**src/rtl/sd_spi_pkg.sv**
```systemverilog
// Shared constants for the SD-card SPI command engine: FSM encoding, frame
// fields, common command indices/CRCs and the command-frame byte selector.
package sd_spi_pkg;

  localparam logic [2:0] ST_INIT_CLK = 3'd0;
  localparam logic [2:0] ST_IDLE     = 3'd1;
  localparam logic [2:0] ST_SEND     = 3'd2;
  localparam logic [2:0] ST_POLL     = 3'd3;
  localparam logic [2:0] ST_READ_EXT = 3'd4;
  localparam logic [2:0] ST_TRAIL    = 3'd5;

  localparam logic [1:0] FRAME_START = 2'b01;
  localparam logic       FRAME_STOP  = 1'b1;
  localparam logic [7:0] IDLE_BYTE   = 8'hFF;

  localparam logic [5:0] CMD0     = 6'd0;
  localparam logic [6:0] CRC_CMD0 = 7'h4A;
  localparam logic [5:0] CMD8     = 6'd8;
  localparam logic [6:0] CRC_CMD8 = 7'h43;
  localparam logic [5:0] CMD55    = 6'd55;
  localparam logic [5:0] ACMD41   = 6'd41;
  localparam logic [5:0] CMD58    = 6'd58;

  typedef struct packed {
    logic [5:0]  idx;
    logic [31:0] arg;
    logic [6:0]  crc;
    logic [2:0]  ext;
  } sd_cmd_t;

  // Byte n (0..5) of the 48-bit command frame, MSB first.
  function automatic logic [7:0] frame_byte(input sd_cmd_t c, input logic [2:0] n);
    case (n)
      3'd0:    frame_byte = {FRAME_START, c.idx};
      3'd1:    frame_byte = c.arg[31:24];
      3'd2:    frame_byte = c.arg[23:16];
      3'd3:    frame_byte = c.arg[15:8];
      3'd4:    frame_byte = c.arg[7:0];
      3'd5:    frame_byte = {c.crc, FRAME_STOP};
      default: frame_byte = IDLE_BYTE;
    endcase
  endfunction

endpackage

```
**src/rtl/sd_spi_byte_xfer.sv**
```systemverilog
// One full-duplex SPI mode-0 byte: SCLK divider, MOSI shift on falling edges,
// MISO capture in the cycle SCLK rises. Runs only while a byte is in flight.
module sd_spi_byte_xfer #(
  parameter int CLK_DIV = 125
) (
  input  logic       CLOCK50,
  input  logic       RESET,
  input  logic       start,
  input  logic [7:0] tx_byte,
  input  logic       miso,
  output logic [7:0] rx_byte,
  output logic       done,
  output logic       sclk,
  output logic       mosi
);
  localparam int DW = $clog2(CLK_DIV);

  logic          active;
  logic [DW-1:0] div_cnt;
  logic [3:0]    half_cnt;
  logic [7:0]    tx_sr;
  logic [7:0]    rx_sr;
  logic          tick;

  assign tick    = active && (div_cnt == DW'(CLK_DIV - 1));
  assign mosi    = tx_sr[7];
  assign rx_byte = rx_sr;

  always_ff @(posedge CLOCK50 or posedge RESET) begin
    if (RESET) begin
      active   <= 1'b0;
      div_cnt  <= '0;
      half_cnt <= '0;
      sclk     <= 1'b0;
      tx_sr    <= 8'hFF;
      rx_sr    <= 8'hFF;
      done     <= 1'b0;
    end else begin
      done <= 1'b0;
      if (!active) begin
        if (start) begin
          active   <= 1'b1;
          tx_sr    <= tx_byte;
          div_cnt  <= '0;
          half_cnt <= '0;
        end
      end else if (tick) begin
        div_cnt  <= '0;
        sclk     <= ~sclk;
        half_cnt <= half_cnt + 4'd1;
        // Ones refill the shifter so MOSI returns high after the last bit.
        if (!sclk) rx_sr <= {rx_sr[6:0], miso};
        else       tx_sr <= {tx_sr[6:0], 1'b1};
        if (half_cnt == 4'd15) begin
          active <= 1'b0;
          done   <= 1'b1;
        end
      end else begin
        div_cnt <= div_cnt + 1'b1;
      end
    end
  end

endmodule

```
**src/rtl/sd_spi_cmd_engine.sv**
```systemverilog
// SD-card SPI command engine: power-up dummy clocks, then strobe-driven 48-bit
// command frames with R1 polling, optional extra response bytes and a trailer.
module sd_spi_cmd_engine #(
  parameter int CLK_DIV   = 125,
  parameter int INIT_CLKS = 80,
  parameter int NCR_MAX   = 16,
  parameter int MAX_EXT   = 4
) (
  input  logic        CLOCK50,
  input  logic        RESET,
  input  logic        CMD_STB,
  input  logic [5:0]  CMD_IDX,
  input  logic [31:0] CMD_ARG,
  input  logic [6:0]  CMD_CRC,
  input  logic [2:0]  CMD_EXT,
  output logic        CMD_BUSY,
  output logic        RESP_STB,
  output logic [7:0]  RESP_R1,
  output logic [31:0] RESP_EXT,
  output logic        RESP_TO,
  output logic        INIT_DONE,
  output logic        SCLK,
  output logic        MOSI,
  input  logic        MISO,
  output logic        CS
);
  import sd_spi_pkg::*;

  localparam int INIT_BYTES = (INIT_CLKS + 7) / 8;
  localparam int IW = (INIT_BYTES > 1) ? $clog2(INIT_BYTES) : 1;
  localparam int PW = (NCR_MAX > 1) ? $clog2(NCR_MAX) : 1;
  localparam int EW = (MAX_EXT > 1) ? $clog2(MAX_EXT) : 1;
  localparam logic [2:0] EXT_LIMIT = 3'(MAX_EXT);

  logic [2:0]    state;
  sd_cmd_t       cmd_q;
  logic          init_go;
  logic [IW-1:0] init_cnt;
  logic [2:0]    send_cnt;
  logic [PW-1:0] poll_cnt;
  logic [EW-1:0] ext_cnt;
  logic          xfer_start;
  logic [7:0]    xfer_tx;
  logic          xfer_done;
  logic [7:0]    rx_byte;
  logic          accept;
  logic [2:0]    ext_sat;

  assign accept  = (state == ST_IDLE) && CMD_STB && INIT_DONE && !CMD_BUSY;
  assign ext_sat = (CMD_EXT > EXT_LIMIT) ? EXT_LIMIT : CMD_EXT;

  sd_spi_byte_xfer #(.CLK_DIV(CLK_DIV)) u_xfer (
    .CLOCK50 (CLOCK50),
    .RESET   (RESET),
    .start   (xfer_start),
    .tx_byte (xfer_tx),
    .miso    (MISO),
    .rx_byte (rx_byte),
    .done    (xfer_done),
    .sclk    (SCLK),
    .mosi    (MOSI)
  );

  // Command fields are plain data, captured once per accepted command.
  always_ff @(posedge CLOCK50) begin
    if (accept) begin
      cmd_q.idx <= CMD_IDX;
      cmd_q.arg <= CMD_ARG;
      cmd_q.crc <= CMD_CRC;
      cmd_q.ext <= ext_sat;
    end
  end

  always_ff @(posedge CLOCK50 or posedge RESET) begin
    if (RESET) begin
      state      <= ST_INIT_CLK;
      init_go    <= 1'b0;
      init_cnt   <= '0;
      send_cnt   <= '0;
      poll_cnt   <= '0;
      ext_cnt    <= '0;
      xfer_start <= 1'b0;
      xfer_tx    <= IDLE_BYTE;
      CS         <= 1'b1;
      CMD_BUSY   <= 1'b0;
      RESP_STB   <= 1'b0;
      RESP_R1    <= IDLE_BYTE;
      RESP_EXT   <= '0;
      RESP_TO    <= 1'b0;
      INIT_DONE  <= 1'b0;
    end else begin
      xfer_start <= 1'b0;
      RESP_STB   <= 1'b0;
      case (state)
        ST_INIT_CLK: begin
          if (!init_go) begin
            init_go    <= 1'b1;
            xfer_start <= 1'b1;
            xfer_tx    <= IDLE_BYTE;
          end else if (xfer_done) begin
            if (init_cnt == IW'(INIT_BYTES - 1)) begin
              INIT_DONE <= 1'b1;
              state     <= ST_IDLE;
            end else begin
              init_cnt   <= init_cnt + 1'b1;
              xfer_start <= 1'b1;
            end
          end
        end

        ST_IDLE: begin
          // BUSY covers the RESP_STB cycle so a strobe there is not taken.
          if (RESP_STB) CMD_BUSY <= 1'b0;
          if (accept) begin
            CMD_BUSY   <= 1'b1;
            CS         <= 1'b0;
            RESP_R1    <= IDLE_BYTE;
            RESP_EXT   <= '0;
            RESP_TO    <= 1'b0;
            send_cnt   <= '0;
            xfer_start <= 1'b1;
            xfer_tx    <= {FRAME_START, CMD_IDX};
            state      <= ST_SEND;
          end
        end

        ST_SEND: begin
          if (xfer_done) begin
            xfer_start <= 1'b1;
            if (send_cnt == 3'd5) begin
              xfer_tx  <= IDLE_BYTE;
              poll_cnt <= '0;
              state    <= ST_POLL;
            end else begin
              send_cnt <= send_cnt + 3'd1;
              xfer_tx  <= frame_byte(cmd_q, send_cnt + 3'd1);
            end
          end
        end

        ST_POLL: begin
          if (xfer_done) begin
            xfer_start <= 1'b1;
            xfer_tx    <= IDLE_BYTE;
            if (!rx_byte[7]) begin
              RESP_R1 <= rx_byte;
              if (cmd_q.ext != 3'd0) begin
                ext_cnt <= '0;
                state   <= ST_READ_EXT;
              end else begin
                CS    <= 1'b1;
                state <= ST_TRAIL;
              end
            end else if (poll_cnt == PW'(NCR_MAX - 1)) begin
              RESP_TO <= 1'b1;
              RESP_R1 <= IDLE_BYTE;
              CS      <= 1'b1;
              state   <= ST_TRAIL;
            end else begin
              poll_cnt <= poll_cnt + 1'b1;
            end
          end
        end

        ST_READ_EXT: begin
          if (xfer_done) begin
            xfer_start <= 1'b1;
            xfer_tx    <= IDLE_BYTE;
            RESP_EXT   <= {RESP_EXT[23:0], rx_byte};
            if (ext_cnt == EW'(cmd_q.ext - 3'd1)) begin
              CS    <= 1'b1;
              state <= ST_TRAIL;
            end else begin
              ext_cnt <= ext_cnt + 1'b1;
            end
          end
        end

        ST_TRAIL: begin
          if (xfer_done) begin
            RESP_STB <= 1'b1;
            state    <= ST_IDLE;
          end
        end

        default: state <= ST_IDLE;
      endcase
    end
  end

endmodule

```
**config.mk**
```make
export PLATFORM = sky130hd
export DESIGN_NAME = sd_spi_cmd_engine
export DESIGN_NICKNAME = d
export VERILOG_FILES = /design/src/rtl/sd_spi_pkg.sv /design/src/rtl/sd_spi_byte_xfer.sv /design/src/rtl/sd_spi_cmd_engine.sv
export SDC_FILE = /design/constraint.sdc
export NUM_CORES = 1
export LEC_CHECK = 0
export BUFFER_PORTS_ARGS = -buffer_cell sky130_fd_sc_hd__buf_2
export CORE_UTILIZATION = 51
export DETAILED_ROUTE_END_ITERATION = 7
export PLACE_DENSITY = 0.73
export SKIP_LAST_GASP = 1
export SYNTH_ARGS = -nofsm -noshare
export SYNTH_HDL_FRONTEND = slang
export SYNTH_SLANG_ARGS = --single-unit
```
**constraint.sdc**
```tcl
create_clock -name CLOCK50 -period 3.2 [get_ports CLOCK50]
set_clock_uncertainty 0.1 [all_clocks]
set_input_delay 0.48 -clock CLOCK50 [delete_from_list [all_inputs] [get_ports CLOCK50]]
set_output_delay 0.48 -clock CLOCK50 [all_outputs]
set_load 0.02 [all_outputs]
```
==> results.sh <==
export IMPL_timing_max_cap_violations=0
export IMPL_finalCriticalPeriod_ns=2.639
export IMPL_cts_buffers_inserted=17
export IMPL_timing_final_max_slew_violations=0
export IMPL_initial_core_util_pct=52.39
export IMPL_worst_ir_drop_vdd_uv=375.0
export IMPL_outcome="complete, no violations"
export IMPL_final_cell_mix="nand2_1 (121), buf_2 (98), o21ai_0 (69), dfrtp_1 (68), edfxtp_1 (48)"
export IMPL_worst_pin_slew_ns=0.9492
export IMPL_total_leakage_power_nw=3.430
export IMPL_floorplan_io_pins=99
export IMPL_worst_ep_required_time_ns=3.40
export IMPL_synth_enable_flop_cells=48
export IMPL_dpl_hpwl_um=8956
export IMPL_postCtsHoldBufs=0
export IMPL_synth_seq_cells=149
export IMPL_rsz_0062_raised_after_global_routing="no"
export IMPL_vias_in_the_first_global_route=4405
export IMPL_cts_root_buf="clkbuf_16"
export IMPL_synth_cell_type_count=55
export IMPL_placeableCoreArea_um2=12620
export IMPL_global_router_s_overall_resource_usage_pct=20.99
export IMPL_clock_latency_at_the_later_pin_of_the_worst_skew_pair_ns=0.41
export IMPL_synth_flop_cell="dfrtp_1"
export IMPL_criticalPathCategory="flop to flop"
export IMPL_postLayoutCoreUtil_pct=62.40
export IMPL_cts_tree="yes"
export IMPL_worstSetupStartpointType="flop"
export IMPL_timing_setup_tns_ns=0
export IMPL_routability_cong=0.7914
export IMPL_ant_nets=0
export IMPL_wire_per_inst_um=14.78
export IMPL_end_kind="flop"
export IMPL_avgSynthCellArea_um2=10.95
export IMPL_classification_of_the_worst_slack_hold_path="input port to asynchronous set/reset pin"
export IMPL_cts_setup_buffers=0
export IMPL_max_freq_ghz=0.3790
export IMPL_ys_seq_area_share_pct=60.65
export IMPL_vias=4677
export IMPL_grt_first_pass_wirelength_um=21600
export IMPL_drive_gt1_share_pct=27.32
export IMPL_fp_dieW_um=115.9
export IMPL_drcViolationCount=0
export IMPL_async_set_or_reset_flop_fraction_in_the_synthesized_netlist_pct=67.79
export IMPL_r2r_cells=5
export IMPL_powerDensity_nw_per_um2=519.3
export IMPL_initial_drt_pass_iterations=4
export IMPL_row_count=41
export IMPL_setup_viol=0
export IMPL_cts_repair_resize_count=0
export IMPL_vias_per_cell=5.303
export IMPL_final_hold_violating_endpoints=0
export IMPL_worstPathMaxFanout=18
export IMPL_overflow=0
export IMPL_fin_crit_sh_pct=82.46
export IMPL_detail_route_iter0_violations=408
export IMPL_yosysWarningCount=0
export IMPL_max_slew_margin_rel_pct=36.72
export IMPL_place_port_buffers=98
export IMPL_syn2layout_area_growth_pct=19.11
export IMPL_grt_max_degree=65
export IMPL_cp_data_arrival_time_ns=2.84
export IMPL_mappedNetlistArea_um2=6611
export IMPL_h_tree_depth_reported_by_cts=4
export IMPL_clkSinkCount=149
export IMPL_drt_wl_total_um=13040
export IMPL_synthCells=604
export IMPL_grt_antenna_before_repair=0
export IMPL_layout_commonest_cell="nand2_1"
export IMPL_path_clk_slew_ns=0.06
export IMPL_design_die_area_um2=13420
export IMPL_final_nets=761
export IMPL_die_y_um=115.9
export IMPL_synthesis_nets=668
export IMPL_antenna_cells_inserted=0
export IMPL_ctsLongestPathBuffers=2
layer usage:
metal / wire length [um] / global-route usage, % / vias up / share of wire [%]
li1: - / - / 2326 / -
met1: 6023 / 28.93 / 2228 / 46
met2: 6276 / 31.87 / 113 / 48
met3: 580 / 5.126 / 10 / 4.4
met4: 157 / 8.803 / 0 / 1.2
met5: 0 / 0 / - / 0
Yosys cell counts, drive strengths merged, types with 6 or more instances:
| cell | instances | area share, % |
|---|---|---|
| a22oi | 9 | 1.0 |
| dfstp | 33 | 13 |
| ha | 12 | 2.3 |
| dfrtp | 68 | 26 |
| nor3b | 7 | 0.87 |
| a31oi | 10 | 0.95 |
| mux2 | 10 | 1.7 |
| a21oi | 17 | 1.3 |
| inv | 18 | 1.0 |
| xnor2 | 8 | 1.1 |
| edfxtp | 48 | 22 |
| clkbuf | 29 | 1.7 |
| nand3 | 14 | 1.1 |
| buf | 6 | 0.79 |
| o21ai | 69 | 5.2 |
| nand2b | 7 | 0.66 |
| nor2 | 28 | 1.6 |
| nand2 | 122 | 6.9 |
| o22a | 7 | 0.93 |
| mux2i | 12 | 1.8 |
stage by stage:
step / hold slack [ns] / power, mW / worst slack [ns] / instance area (um2) / std cells
2_1_floorplan: 0.3453 / 2.026 / 0.02748 / 6611 / 604
3_3_place_gp: 0.3556 / 2.065 / 0.6956 / 7261 / 850
3_5_place_dp: 0.3669 / 2.067 / 0.5886 / 7261 / 850
4_1_cts: 0.09293 / 4.120 / 0.5750 / 7875 / 882
5_1_grt: 0.1119 / 4.209 / 0.4187 / 7875 / 882
6_report: 0.08072 / 4.089 / 0.5613 / 7875 / 882
area by class of cell:
type                       instances  area (um2)
fill                            1028        4745
sequential                       149        4010
multi-input combinational        402        2380
timing repair buffer             109       585.6
clock buffer                      18       429.2
tap                              172       215.2
clock inverter                    14       185.2
inverter                          18       70.07
path summary, 6_finish.rpt:
kind	startpoint	endpoint	slack, ns
max	state[2]	state[0]	0.56
min reg2reg	RESP_EXT[25]	RESP_EXT[25]	0.37
min	RESET	RESP_EXT[23]	0.08
min in group CLOCK50	CMD_CRC[0]	cmd_q[3]	0.13
max reg2reg	state[2]	state[0]	0.56
max in group asynchronous	RESET	u_xfer.tx_sr[6]	2.06
worst max-delay path, cell delays in order (launching register included):
cell	delay [ns]
dfrtp_1	0.62
and3b_1	0.31
and3_4	0.20
or4_4	0.53
nor4_4	0.37
mux2_2	0.38
sequential cells by signal (all words and copies together) (netlist names), 2 cells and up:
| signal | cells |
|---|---|
| u_xfer.div_cnt | 7 |
| poll_cnt | 4 |
| xfer_tx | 8 |
| RESP_EXT | 32 |
| u_xfer.rx_byte | 8 |
| cmd_q | 48 |
| u_xfer.half_cnt | 4 |
| RESP_R1 | 8 |
| ext_cnt | 2 |
| state | 3 |
| send_cnt | 3 |
| u_xfer.tx_sr | 8 |
| init_cnt | 4 |
where the power goes:
group / switching [mW] / internal [mW]
Clock: 0.761 / 1.30
Combinational: 0.0353 / 0.0242
Sequential: 0 / 1.97
Total: 0.797 / 3.29
logic make-up (layout without fill, tap and decap cells):
group	after synthesis	after routing	share of synthesized area, %
xor gates and xnor gates	12	12	1.590
buffers and inverters	53	159	3.482
AOI/OAI and AO/OA	145	145	13.57
DFF	149	149	60.65
and+or+nand+nor	211	211	14.91
muxes	22	22	3.520
adders and majority gates	12	12	2.271
No activity file was read; power rests on OpenSTA's default activity.
